File: src/rtl/mem_wb_stage.sv
// MEM/WB pipeline register: captures the memory-stage bundle, selects the
// writeback value, and keeps saturating retired-instruction and retired-load counters.
module mem_wb_stage #(
  parameter int CNT_WIDTH  = 32,
  parameter int DEST_WIDTH = 4
) (
  input  logic                  clk,
  input  logic                  rst,
  input  logic                  freeze_in,
  input  logic                  flush_in,
  input  logic                  valid_in,
  input  logic                  wb_enable_in,
  input  logic                  mem_read_enable_in,
  input  logic [31:0]           alu_res_in,
  input  logic [31:0]           mem_result_in,
  input  logic [DEST_WIDTH-1:0] dest_in,
  output logic                  wb_enable_out,
  output logic [DEST_WIDTH-1:0] wb_dest_out,
  output logic [31:0]           wb_value_out,
  output logic                  mem_read_out,
  output logic [31:0]           alu_res_out,
  output logic [CNT_WIDTH-1:0]  retired_count_out,
  output logic [CNT_WIDTH-1:0]  load_count_out
);

  logic                  valid_r;
  logic                  wb_en_r;
  logic                  mem_rd_r;
  logic [31:0]           alu_r;
  logic [31:0]           mem_r;
  logic [DEST_WIDTH-1:0] dest_r;
  logic [CNT_WIDTH-1:0]  retired_cnt;
  logic [CNT_WIDTH-1:0]  load_cnt;

  // Saturating increment: counters stick at all-ones instead of wrapping.
  function automatic logic [CNT_WIDTH-1:0] sat_inc(input logic [CNT_WIDTH-1:0] cnt);
    if (cnt == {CNT_WIDTH{1'b1}}) begin
      sat_inc = cnt;
    end else begin
      sat_inc = cnt + CNT_WIDTH'(1);
    end
  endfunction

  // Stage registers: rst > flush > freeze > normal capture.
  always_ff @(posedge clk) begin
    if (rst) begin
      valid_r     <= 1'b0;
      wb_en_r     <= 1'b0;
      mem_rd_r    <= 1'b0;
      alu_r       <= 32'h0000_0000;
      mem_r       <= 32'h0000_0000;
      dest_r      <= '0;
      retired_cnt <= '0;
      load_cnt    <= '0;
    end else if (flush_in) begin
      valid_r     <= 1'b0;
      wb_en_r     <= 1'b0;
      mem_rd_r    <= 1'b0;
      alu_r       <= 32'h0000_0000;
      mem_r       <= 32'h0000_0000;
      dest_r      <= '0;
    end else if (freeze_in) begin
      valid_r     <= valid_r;
      wb_en_r     <= wb_en_r;
      mem_rd_r    <= mem_rd_r;
      alu_r       <= alu_r;
      mem_r       <= mem_r;
      dest_r      <= dest_r;
    end else begin
      valid_r  <= valid_in;
      wb_en_r  <= wb_enable_in & valid_in;
      mem_rd_r <= mem_read_enable_in & valid_in;
      alu_r    <= alu_res_in;
      mem_r    <= mem_result_in;
      dest_r   <= dest_in;
      if (valid_in) begin
        retired_cnt <= sat_inc(retired_cnt);
      end else begin
        retired_cnt <= retired_cnt;
      end
      if (valid_in && mem_read_enable_in) begin
        load_cnt <= sat_inc(load_cnt);
      end else begin
        load_cnt <= load_cnt;
      end
    end
  end

  // wb_en_r already implies valid_r; the AND keeps the write strictly tied to a real instruction.
  always_comb begin
    wb_enable_out     = wb_en_r & valid_r;
    wb_dest_out       = dest_r;
    mem_read_out      = mem_rd_r;
    alu_res_out       = alu_r;
    retired_count_out = retired_cnt;
    load_count_out    = load_cnt;
    if (mem_rd_r) begin
      wb_value_out = mem_r;
    end else begin
      wb_value_out = alu_r;
    end
  end

endmodule
File: config.mk
export PLATFORM = sky130hd
export DESIGN_NAME = mem_wb_stage
export DESIGN_NICKNAME = d
export VERILOG_FILES = /design/src/rtl/mem_wb_stage.sv
export SDC_FILE = /design/constraint.sdc
export NUM_CORES = 1
export LEC_CHECK = 0
export ABC_AREA = 1
export CORE_MARGIN = 1
export CORE_UTILIZATION = 51
export DETAILED_ROUTE_END_ITERATION = 6
export MAX_ROUTING_LAYER = met4
export PLACE_DENSITY = 0.95
export SYNTH_ARGS = -nofsm -noshare
export SYNTH_HDL_FRONTEND = slang
export SYNTH_SLANG_ARGS = --single-unit
File: constraint.sdc
create_clock -name clk -period 2.3 [get_ports clk]
set_input_delay 0.46 -clock clk [delete_from_list [all_inputs] [get_ports clk]]
set_output_delay 0.46 -clock clk [all_outputs]
set_load 0.01 [all_outputs]
* Yosys cells after proc, flatten, opt, wreduce, memory -nomap -nowiden
Cells that the tools add are included.
** Word-level totals
- Bits in registers :: 135
- Output and inout port bits :: 134
- Input port bits :: 75
- Word-level logic and storage cells :: 24
** Cells by class
- Reduce and logical (&&, ||, !) cells :: 4
- Multiplexer cells :: 1
- Bitwise operators :: 7
- Eq/ne operators :: 2
- Add/sub/neg operators :: 2
** Operators by type and width (count)
- $add A32 B1 Y32 const B :: 2
- $eq A32 B32 Y1 const B :: 2
- $mux W32 :: 1
- $reduce_and A4 Y1 :: 2
- $not A1 Y1 :: 4
- $and A1 B1 Y1 :: 3
- $reduce_or A2 Y1 :: 1
- $logic_and A1 B1 Y1 :: 1

* Logic depth before layout (Yosys ltp)
- Word-level depth :: 3
- Depth in mapped cells :: 12

* Worst setup path after synthesis
OpenSTA, ideal clock, no wires.
- Path kind :: in2reg
- Start :: input port freeze_in
- End :: register retired_cnt[19], in the netlist retired_count_out[19]
- Buffers on the path :: 3
- Setup time :: 0.115 ns
- Path slack :: 0.688 ns
- Stages on the path :: 11
- Required time :: 2.185 ns
- Data arrival time :: 1.497 ns
- Cell sequence :: buf_2 -> inv_2 -> buf_6 -> nand2_4 -> inv_2 -> buf_4 -> nand2_1 -> nor3_2 -> nand3_1 -> nand2_1 -> nor2_1
** On the way
- Longest elaborated chain between the ends :: 2
** RTL lines
- start, declared :: RTL line 9 : input logic freeze_in,
- $not A1 Y1 (no line)
- $reduce_and A4 Y1 (no line)
- end signal, assigned :: RTL line 77 : retired_cnt <= sat_inc(retired_cnt);
- end signal, assigned :: RTL line 79 : retired_cnt <= retired_cnt;
- end, declared :: RTL line 32 : logic [CNT_WIDTH-1:0] retired_cnt;
No other way between the ends.
A chain may end at the register's enable or synchronous reset.

* Final worst setup path
- Start :: register mem_rd_r, in the netlist mem_read_out
- End :: output port wb_value_out[8]
** On the way
- Longest elaborated chain between the ends :: 1
** RTL lines
- start, declared :: RTL line 28 : logic mem_rd_r;
- start signal, assigned :: RTL line 65 : mem_rd_r <= mem_rd_r;
- start signal, assigned :: RTL line 72 : mem_rd_r <= mem_read_enable_in & valid_in;
- $mux W32 :: RTL line 97 : if (mem_rd_r) begin
- end, declared :: RTL line 19 : output logic [31:0] wb_value_out,
No other way between the ends.

==> summary.md <==
| Metric | Value |
|---|---|
| Starting Density | `a little over half` |
| Routed vias/inst | `5.31` |
| GRT Total Usage | `approximately a third` |
| I/O Pins | `209` |
| Multi-input logic area | `3520 sq um` |
| Yosys warns | `0` |
| Critical Path AT | `~1.8 ns` |
| Post-route insts no fill | `about 1500` |
| CTS tree | `yes` |
| Pwr Total | `5.72 mW` |
| IO Port Bufs | `208` |
| Count of cell types in the netlist | `31` |
| Largest net degree at the start of global routing | `84` |
| Core region area | `13300 sq um` |
| Critical Path Start Type | `register` |
| P_int | `~4.4 mW` |
| Critical path type | `register to output pin` |
| Mapped Cells | `1091` |
| Reg area | `around 2700 sq um` |
| End of the worst register-to-register path | `retired_count_out[14]` |
| Switching pwr | `1.36 mW` |
| DIE AREA | `14100 sq um` |
| Peak VDD IR | `roughly 0.60 mV` |
| Worst Skew | `0.00474 ns` |
| HP Start | `freeze_in` |
| Switching Fraction | `23.7%` |
| Max_cap viols | `0` |
| Critical path peak fanout | `32` |
| Most common cell after layout, fill and taps aside | `nand2_1` |
| Sink Count | `roughly 140` |
| H-tree lvl count | `4` |
| DR pass1 iterations | `7` |
| Slew of the pin with the lowest slew margin | `0.813 ns` |
| Final worst-path cycle share | `98.3%` |
| Leakage | `~3.9 nW` |
| Worst R2R Setup Slack | `0.42 ns` |
| CTS buffer count | `17` |
| Worst Path Required | `about 1.8 ns` |
| Fill count | `984` |
| Row Count | `42` |
| Vias in the first global route | `7227` |
| Hold Path End | `valid_r` |
| Synth Cell Area | `6960 sq um` |
| Worst r2r src | `retired_count_out[0]` |
| Failing checks | `DRC` |
| Hold Path Class | `primary input to register` |
| Final Max Tran Viols | `0` |
| Routed WL | `21500 um` |
| Clk buf depth | `2` |
| Sequential share of power | `a little over two fifths` |
| Via count | `7822` |
| NumNets Final | `~1400` |
| Register area share after synthesis | `38.8%` |
| Root Buffer | `clkbuf_16` |
| RSZ-0062 raised after global routing | `false` |
| Syn Nets | `1168` |
| Layout area overhead | `40.6%` |
| Status | `finished, violations left` |
| Synth Register Bits | `135` |
| Die Height | `about 120 um` |
| Final setup violation count | `0` |
| Tmin final | `2.26 ns` |
| Placer Congestion | `0.936` |
| Setup tns final | `0 ns` |
| Initial antenna violation count | `0` |
| Final HPWL DP | `around 15000 um` |
| Global-route wire length before repair | `34700 um` |
| Hold slack | `0.430 ns` |
| Antenna diodes | `0` |
| Commonest non-fill, non-tap cells in the layout | `nand2_1, nor2_1, clkdlybuf4s50_1` |
| Chip Width | `119 um` |
| Max Clock Freq | `443 MHz` |
| Worst-skew pair later-pin latency | `0.42 ns` |
| Detail Route Antenna Nets | `0` |
| Reg2reg path depth | `9` |
| Comb pwr share | `10.6%` |
| Final hold violation count | `0` |
| Pwr/cell area | `585 nW/um^2` |
| Hold Path Depth | `4` |
| Slew headroom | `approximately 46%` |
| 1st-iter DRT viols | `715` |
| Clock power share | `46.6%` |
| Avg Cell Area, Syn | `6.38 sq um` |
| GR Overflow Total | `0` |
| Share of cells above drive strength 1 | `about 5.6%` |
| DRC viols | `5` |
| Critical Path Sink Type | `output pin` |
| CTS clk-pin slew, worst paths | `0.05 ns` |
| Placed Instances | `1442` |
| Wire length per cell after detailed routing | `14.6 um` |
per-stage QoR:
step | worst slack, ns | util (%) | area, sq um
floorplan | 0.688 | - | 6960
global placement | 0.123 | 69.1 | 9190
detailed placement | 0.0419 | 69.1 | 9190
CTS | 0.00631 | 73.4 | 9760
global route | 0.00451 | 73.6 | 9780
finish | 0.0402 | 73.6 | 9780
power groups by stage:
stage	Combinational (mW)	Sequential [mW]	Clock, mW
global placement	0.588	2.49	0
floorplan	0.264	2.50	0
CTS	0.607	2.44	2.69
detailed placement	0.601	2.49	0
finish	0.608	2.44	2.67
global route	0.658	2.45	2.79
Yosys cell counts, drive strengths merged:
cell type	n	area share (%)
a211oi	32	3.5
a21oi	65	4.8
and2	1	0.090
buf	16	1.7
clkbuf	32	1.7
clkinv	2	0.11
dfxtp	135	39
ha	2	0.36
inv	130	7.0
nand2	308	17
nand3	74	5.6
nand3b	2	0.22
nand4	7	0.63
nor2	207	12
nor3	7	0.58
o21ai	49	3.5
o21bai	15	1.6
xor2	7	0.88
worst max-delay path, cell delays in order (launching register included):
cell	delay, ns
dfxtp_4	0.39
buf_12	0.18
o21ai_0	0.18
clkdlybuf4s50_1	0.62
sequential cells by signal, indices dropped and copies added (netlist names):
name               cells
load_count_out        32
alu_res_out           32
wb_dest_out            4
valid_r                1
mem_r                 32
retired_count_out     32
mem_read_out           1
wb_en_r                1
per-layer routing:
metal	part of all wire [%]	global-route usage (%)	routed length, um
met5	0	-	0
met4	3.7	13.8	796
met3	6.6	6.42	1410
met2	48	51.9	10400
met1	41	37.8	8930
final cells by class:
class,count,share of cell area (%)
Multi-Input combinational cell,776,36.0
Clock buffer,21,4.81
Clock inverter,9,1.04
Tap cell,176,2.25
Sequential cell,135,27.7
Timing Repair Buffer,223,23.1
Inverter,132,5.06
kinds of logic (layout without fill, tap and decap cells):
family          after synthesis  after routing  share of synthesized area, %
compound gates              161            161                          13.4
fa+ha+maj                     2              2                         0.359
flops                       135            135                          38.8
buf+inv                     180            385                          10.6
xor+xnor                      7              7                         0.881
simple gates                606            606                          36.0
worst max path at each step:
stage / from / endpoint / slack [ns] / cells past startpoint
2_1_floorplan: freeze_in / retired_count_out[19] / 0.69 / 11
3_3_place_gp: valid_in / load_count_out[30] / 0.12 / 8
3_5_place_dp: valid_in / load_count_out[22] / 0.04 / 8
4_1_cts: mem_read_out / wb_value_out[15] / 0.006 / 3
5_1_grt: mem_read_out / wb_value_out[15] / 0.005 / 4
6_report: mem_read_out / wb_value_out[8] / 0.04 / 3
timing repair:
action                     CTS  global route
setup buffers                0             0
pin swaps                    0             0
hold buffers                 0             0
gates resized for setup      1            10
setup endpoints to repair   15            10
No activity file was read; power rests on OpenSTA's default activity.
